<file path="src/rtl/pio_bidir_irq_pkg.sv">
// Shared constants for the bidirectional PIO: register map, edge selection
// and the width of the post-reset arm counter.
package pio_bidir_irq_pkg;

    localparam logic [2:0] ADDR_DATA    = 3'd0;
    localparam logic [2:0] ADDR_DIR     = 3'd1;
    localparam logic [2:0] ADDR_IRQMASK = 3'd2;
    localparam logic [2:0] ADDR_EDGE    = 3'd3;
    localparam logic [2:0] ADDR_OUTSET  = 3'd4;
    localparam logic [2:0] ADDR_OUTCLR  = 3'd5;

    localparam int EDGE_RISE = 0;
    localparam int EDGE_FALL = 1;
    localparam int EDGE_ANY  = 2;

    // Holds SYNC_STAGES+1 for the deepest synchroniser (4 stages -> 5).
    localparam int ARM_CNT_W = 3;

endpackage

</file>
<file path="src/rtl/pio_sync_edge.sv">
// Input synchroniser, previous-sample flop and edge detector for the PIO.
// Edge pulses are suppressed until the synchroniser has flushed its reset
// value, so pins already high at reset release do not look like edges.
module pio_sync_edge
    import pio_bidir_irq_pkg::*;
#(
    parameter int WIDTH       = 8,
    parameter int SYNC_STAGES = 2,
    parameter int EDGE_TYPE   = EDGE_RISE
) (
    input  logic             i_clk,
    input  logic             i_rst,
    input  logic [WIDTH-1:0] i_pin,
    output logic [WIDTH-1:0] o_sync,
    output logic [WIDTH-1:0] o_edge
);

    localparam logic [ARM_CNT_W-1:0] ARM_DONE = ARM_CNT_W'(SYNC_STAGES + 1);

    logic [WIDTH-1:0]     r_sync [SYNC_STAGES];
    logic [WIDTH-1:0]     r_prev;
    logic [ARM_CNT_W-1:0] r_arm_cnt;
    logic                 w_armed;
    logic [WIDTH-1:0]     w_cur;
    logic [WIDTH-1:0]     w_raw;

    // Synchroniser chain followed by the previous-sample flop.
    always_ff @(posedge i_clk or posedge i_rst) begin
        if (i_rst) begin
            for (int i = 0; i < SYNC_STAGES; i++) r_sync[i] <= '0;
            r_prev <= '0;
        end else begin
            r_sync[0] <= i_pin;
            for (int i = 1; i < SYNC_STAGES; i++) r_sync[i] <= r_sync[i-1];
            r_prev <= r_sync[SYNC_STAGES-1];
        end
    end

    // Arm counter: saturates once the chain and previous flop hold real samples.
    always_ff @(posedge i_clk or posedge i_rst) begin
        if (i_rst) begin
            r_arm_cnt <= '0;
        end else if (r_arm_cnt != ARM_DONE) begin
            r_arm_cnt <= r_arm_cnt + 1'b1;
        end
    end

    assign w_armed = (r_arm_cnt == ARM_DONE);
    assign w_cur   = r_sync[SYNC_STAGES-1];
    assign o_sync  = w_cur;

    // Select the edge polarity and gate it with the arm state.
    always_comb begin
        w_raw = '0;
        if (EDGE_TYPE == EDGE_FALL) begin
            w_raw = ~w_cur & r_prev;
        end else if (EDGE_TYPE == EDGE_ANY) begin
            w_raw = w_cur ^ r_prev;
        end else begin
            w_raw = w_cur & ~r_prev;
        end
        o_edge = w_armed ? w_raw : '0;
    end

endmodule

</file>
<file path="src/rtl/pio_bidir_irq.sv">
// Avalon-MM general-purpose I/O port with per-bit direction, optional
// open-drain drive, atomic set/clear writes and maskable edge interrupts.
module pio_bidir_irq
    import pio_bidir_irq_pkg::*;
#(
    parameter int               WIDTH       = 8,
    parameter logic [WIDTH-1:0] OUT_RESET   = '0,
    parameter logic [WIDTH-1:0] DIR_RESET   = '0,
    parameter bit               OPEN_DRAIN  = 1'b0,
    parameter int               EDGE_TYPE   = EDGE_RISE,
    parameter int               SYNC_STAGES = 2
) (
    input  logic             clk,
    input  logic             reset,
    input  logic [2:0]       address,
    input  logic             chipselect,
    input  logic             write_n,
    input  logic [31:0]      writedata,
    output logic [31:0]      readdata,
    input  logic [WIDTH-1:0] pin_in,
    output logic [WIDTH-1:0] pin_out,
    output logic [WIDTH-1:0] pin_oe,
    output logic             irq
);

    logic [WIDTH-1:0] r_out;
    logic [WIDTH-1:0] r_dir;
    logic [WIDTH-1:0] r_mask;
    logic [WIDTH-1:0] r_edge;
    logic             w_wr;
    logic [WIDTH-1:0] w_wdata;
    logic [WIDTH-1:0] w_sync;
    logic [WIDTH-1:0] w_edge_pulse;
    logic [WIDTH-1:0] w_edge_clr;

    assign w_wr    = chipselect & ~write_n;
    assign w_wdata = writedata[WIDTH-1:0];

    generate
        if (WIDTH < 32) begin : g_unused_wdata
            logic w_unused_wdata;
            assign w_unused_wdata = ^writedata[31:WIDTH];
        end
    endgenerate

    pio_sync_edge #(
        .WIDTH      (WIDTH),
        .SYNC_STAGES(SYNC_STAGES),
        .EDGE_TYPE  (EDGE_TYPE)
    ) u_sync_edge (
        .i_clk (clk),
        .i_rst (reset),
        .i_pin (pin_in),
        .o_sync(w_sync),
        .o_edge(w_edge_pulse)
    );

    // Output, direction and mask registers with atomic set/clear on the output.
    always_ff @(posedge clk or posedge reset) begin
        if (reset) begin
            r_out  <= OUT_RESET;
            r_dir  <= DIR_RESET;
            r_mask <= '0;
        end else if (w_wr) begin
            case (address)
                ADDR_DATA:    r_out  <= w_wdata;
                ADDR_OUTSET:  r_out  <= r_out | w_wdata;
                ADDR_OUTCLR:  r_out  <= r_out & ~w_wdata;
                ADDR_DIR:     r_dir  <= w_wdata;
                ADDR_IRQMASK: r_mask <= w_wdata;
                default: ;
            endcase
        end
    end

    assign w_edge_clr = (w_wr && address == ADDR_EDGE) ? w_wdata : '0;

    // Edge capture: a new edge beats a write-1-clear of the same bit.
    always_ff @(posedge clk or posedge reset) begin
        if (reset) begin
            r_edge <= '0;
        end else begin
            r_edge <= (r_edge & ~w_edge_clr) | w_edge_pulse;
        end
    end

    // Zero wait-state read mux, zero-extended, independent of chipselect.
    always_comb begin
        readdata = '0;
        case (address)
            ADDR_DATA:    readdata[WIDTH-1:0] = w_sync;
            ADDR_DIR:     readdata[WIDTH-1:0] = r_dir;
            ADDR_IRQMASK: readdata[WIDTH-1:0] = r_mask;
            ADDR_EDGE:    readdata[WIDTH-1:0] = r_edge;
            default: ;
        endcase
    end

    // Pad drive: open-drain only pulls low, and releases the pin for a 1.
    generate
        if (OPEN_DRAIN) begin : g_od
            assign pin_out = '0;
            assign pin_oe  = r_dir & ~r_out;
        end else begin : g_pp
            assign pin_out = r_out;
            assign pin_oe  = r_dir;
        end
    endgenerate

    assign irq = |(r_edge & r_mask);

endmodule

</file>
<file path="config.mk">
export PLATFORM = sky130hd
export DESIGN_NAME = pio_bidir_irq
export DESIGN_NICKNAME = d
export VERILOG_FILES = /design/src/rtl/pio_bidir_irq_pkg.sv /design/src/rtl/pio_sync_edge.sv /design/src/rtl/pio_bidir_irq.sv
export SDC_FILE = /design/constraint.sdc
export NUM_CORES = 1
export LEC_CHECK = 0
export BUFFER_PORTS_ARGS = -buffer_cell sky130_fd_sc_hd__buf_2
export CORE_MARGIN = 5
export CORE_UTILIZATION = 43
export DETAILED_ROUTE_END_ITERATION = 8
export PLACE_DENSITY = 0.83
export SLEW_MARGIN = 5
export SYNTH_ARGS = -nofsm -noshare
export SYNTH_HDL_FRONTEND = slang
export SYNTH_SLANG_ARGS = --single-unit
</file>
<file path="constraint.sdc">
create_clock -name clk -period 4.4 [get_ports clk]
set_input_delay 0.66 -clock clk [delete_from_list [all_inputs] [get_ports clk]]
set_output_delay 0.66 -clock clk [all_outputs]
set_load 0.01 [all_outputs]
</file>
# ---- Yosys cells after proc, flatten, opt, wreduce, memory -nomap -nowiden
# Cells that the tools add are included.
dict set report word_totals {
  ff_bits 59
  input_bits 47
  wordCells 38
}
dict set report op_classes {
  n_addsub 1
  eq_ne 7
  mux 4
  n_bitwise 11
  reduce_logical 7
}
# op count
set ops {}
lappend ops {{8-bit AND} 4}
lappend ops {{8-bit case mux with 4 select lines} 1}
lappend ops {{8-bit inverter} 3}
lappend ops {{8-bit case mux with 3 select lines} 1}
lappend ops {{8-bit two-way mux} 2}
lappend ops {{8-bit bitwise OR} 2}
lappend ops {{3-bit by 2-bit == test with 1-bit output (second input constant)} 3}
lappend ops {{8-bit OR reduction} 1}
lappend ops {{3-bit == test (second input constant)} 2}
lappend ops {{2-bit AND reduction} 3}
lappend ops {{3-bit by 1-bit adder with 3-bit output (second input constant)} 1}
lappend ops {{3-bit by 1-bit == test with 1-bit output (second input constant)} 1}
lappend ops {{3-bit zero test} 1}
lappend ops {{3-bit by 2-bit != test with 1-bit output (second input constant)} 1}
lappend ops {{3-bit nonzero test} 1}
lappend ops {{1-bit AND} 1}
lappend ops {{1-bit logical AND} 1}
lappend ops {{1-bit inverter} 1}

# ---- Longest topological paths before layout
dict set report depth {
  word_depth 7
  ltp_mapped 5
  depth_no_buf 4
}

# ---- Modules after synthesis
# From an unflattened synthesis, not the netlist that was laid out.
dict set report hier_totals {
  hier_cells 203
  hier_area_um2 2752.6
}
# module n_inst cells_each area_each_um2 seq_area_each_um2
set modules_own_cells {}
lappend modules_own_cells {pio_bidir_irq 1 151 1869.3 800.8}
lappend modules_own_cells {pio_sync_edge 1 52 883.3 675.6}

# ---- Worst setup path after synthesis
# Ideal clock, no wire load.
dict set report synth_timing {
  kind {input -> output}
  startpoint {in address[0]}
  endpoint {out readdata[0]}
  t_arrival_ns 1.529
  slack_ns 2.211
  stages 3
  cell_sequence {buf_4 mux4_2 and2_1}
}
dict set report synth_via {
  elab_chain_len 2
  elab_cells_between_ends 5
}
# element line_no
set synth_lines {}
lappend synth_lines {{start, declared} pio_bidir_irq.sv:15} ;# input logic [2:0] address,
lappend synth_lines {{3-bit by 2-bit == test with 1-bit output (tied with other cells)} pio_bidir_irq.sv:90} ;# case (address)
lappend synth_lines {{8-bit case mux with 4 select lines (*)} pio_bidir_irq.sv:90}
lappend synth_lines {{end, declared} pio_bidir_irq.sv:19} ;# output logic [31:0] readdata,
# Every way passes the cells marked *; elsewhere a longest branch is shown, timed or not.

# ---- Worst setup path after layout
dict set report layout_timing {
  startpoint {in address[0]}
  endpoint {out readdata[1]}
}
# The elaborated chain is that of the path after synthesis.

==> summary.txt <==
status: finished clean
sw frac: 26.5%
Max Clk Rate: 382 MHz
Worst IR Drop VDD: 0.000330 V
core area: 5890 um^2
final hold viol count: 0
DR iter-0 viols: 84
Initial Util: 44.1%
cts bufs inserted: 9
Final Cycle Share: 59.5%
fin nets: 291
Max Root-Sink Buffers: 2
Residual DRC: 0
hold_ws: 0.308 ns
Layout Skew: 0.00959 ns
vias per inst: 5.23
Leak Pwr: 0.00141 uW
Crit path required time: 3.74 ns
placed standard-cell area: 2790 um^2
routed wire length: 5530 um
Post-CTS Setup Bufs: 0
Post-Synth Simple-Gate Area: 8.96%
share of power burned in the clock network: 36.8%
CP Class: input pin to output port
PortBufs: 47
most frequent cells in the layout: dfrtp_1 (59), buf_2 (47), conb_1 (24)
post-route ant nets: 0
Flop pwr share: 46.0%
Bufs and invs on worst path: 2
via count: 1685
RSZ-0062 raised after global routing: no
sequential fraction of the synthesis area: 56.9%
post-CTS sizing: 0
Clock transition at path regs: 0.07 ns
Worst-Skew Late Latency: 0.34 ns
largest family of logic cells by synthesized area: multiplexers
post-synthesis register bit count: 59
hold_buf cts: 0
CP Launch Type: input pin
TritonCTS clock tree: built
total power: 1450 uW
WL per Instance: 17.2 um
most frequent CP cell: buf_2
clk root buf: clkbuf_8
Final setup viols: 0
setup_tns: 0 ns
Finished Cell Area: 3010 um^2
# diodes: 0
HPWL after detailed placement: 3830 um
Area Growth Syn to Fin: 15.9%
post-synthesis mux area share: 15.9%
DRT Pass-1 Iters: 4
H-tree depth: 3
crit path cell chain: buf_2 > mux4_2 > and2_1 > buf_2
Cell Area, Synth: 2600 um^2
Synth Area in Compound Gates: 7.71%
Slew @ Worst Pin: 1.03 ns
most common cell after layout, fill and taps aside: dfrtp_1
Synth Area per Inst: 13.6 um^2
gr ovfl total: 0
CP endpoint kind: output port
Slew headroom: 30.7%
Row Count: 28
max_cap viols: 0
die area: 7690 um^2
Die Wd: 87.7 um
NetSw: 383 uW
initial antenna violation count: 0
CP arrival: 1.96 ns
Hold WC Path Type: input pin to async pin
vias in the first global route: 1696
Yosys cell types: 28
io pins: 96
cells after synthesis: 191
PwrDens: 481 nW/um^2
Comb power frac: 17.2%
XOR/XNOR Fraction of Synth Area: 0.337%
fin util: 51.1%
delay-heaviest family, CP: buffers and inverters
CP peak stage delay: 0.55 ns
CP max FO: 20
GP Congestion: 0.720
GRT Total Usage: 15.5%
register area: 1480 um^2
final max-slew violation count: 0
Synth warnings: 0
slowest cell on the critical path: mux4_2
CTS sink cnt: 59
largest net degree at the start of global routing: 39
share of cells above drive strength 1: 38.1%
filler cell count: 516
P_int: 1060 uW
first-pass GRT wire length: 8600 um
multi-input logic area: 968 um^2
min cycle time layout: 2.62 ns
die height: 87.7 um
Post-Synth Adder-Cell Area: 0.964%
[layer usage]
layer | vias up | GRT usage, % | share of wire (%)
met5 | - | 0 | 0
met4 | 0 | 7.95 | 2.2
met3 | 12 | 6.40 | 9.8
met2 | 75 | 23.2 | 49
met1 | 860 | 19.3 | 39
li1 | 738 | - | -
[cells by family after synthesis]
| family | count (synthesis) |
|---|---|
| compound gates | 29 |
| simple gates | 39 |
| other cells | 1 |
| flops | 59 |
| xor+xnor | 1 |
| buf+inv | 34 |
| fa+ha+maj | 2 |
| mux | 26 |
[power by group through the flow]
stage | clock network (uW) | logic (uW) | registers, uW
2_1_floorplan | 0 | 160 | 681
3_3_place_gp | 0 | 245 | 669
3_5_place_dp | 0 | 253 | 675
4_1_cts | 545 | 253 | 665
5_1_grt | 575 | 273 | 674
6_report | 533 | 249 | 666
[path summary, 6_finish.rpt]
kind | slack (ns) | end | startpoint | cells after the start
max in group asynchronous | 3.24 | pin_out[5] | reset | 3
setup reg to reg | 2.88 | u_sync_edge.r_arm_cnt[1] | u_sync_edge.r_arm_cnt[1] | 3
setup / recovery | 1.78 | readdata[1] | address[0] | 4
hold / removal | 0.31 | r_edge[1] | reset | 2
hold reg to reg | 0.34 | u_sync_edge.o_sync[3] | u_sync_edge.r_sync[11] | 0
min in group clk | 0.34 | u_sync_edge.o_sync[3] | u_sync_edge.r_sync[11] | 0
[synthesized netlist by cell type]
cell / number / share of area, %
a211o_2: 1 / 0.39
a221o_1: 8 / 3.1
a22oi_1: 4 / 1.2
and2_1: 8 / 1.9
buf_1: 1 / 0.14
buf_2: 1 / 0.19
buf_4: 25 / 7.2
buf_6: 2 / 0.87
clkbuf_1: 2 / 0.29
conb_1: 1 / 0.14
dfrtp_1: 59 / 57
ha_1: 2 / 0.96
inv_1: 3 / 0.43
mux2_2: 9 / 3.9
mux2_4: 8 / 4.6
mux2i_1: 1 / 0.39
mux4_2: 8 / 6.9
nand2_1: 16 / 2.3
nand2b_1: 1 / 0.24
nand2b_4: 1 / 0.53
nand4_1: 1 / 0.24
nand4bb_1: 1 / 0.43
nor2_2: 1 / 0.24
nor3_1: 1 / 0.19
nor3b_1: 8 / 2.3
o21ai_0: 16 / 3.1
or4b_4: 1 / 0.53
xnor2_1: 1 / 0.34
[stage by stage]
| step | worst slack [ns] | std cells |
|---|---|---|
| floorplan | 2.21 | 214 |
| global placement | 1.80 | 306 |
| finish | 1.78 | 322 |
| CTS | 1.77 | 322 |
| detailed placement | 1.76 | 306 |
| global route | 1.69 | 322 |
[cell type report]
class,count,area share (%)
sequential,59,49.1
multi-input combinational,121,32.2
tap,75,3.12
timing repair buffer,48,8.07
clock inverter,7,3.08
inverter,3,0.374
clock buffer,9,4.12
[sequential cells by signal, indices dropped and copies added, names as in the netlist]
register / cells
pin_oe: 8
pin_out: 8
r_edge: 8
r_mask: 8
u_sync_edge.o_sync: 8
u_sync_edge.r_arm_cnt: 3
u_sync_edge.r_prev: 8
u_sync_edge.r_sync: 8
Power figures use the tool's default switching activity.
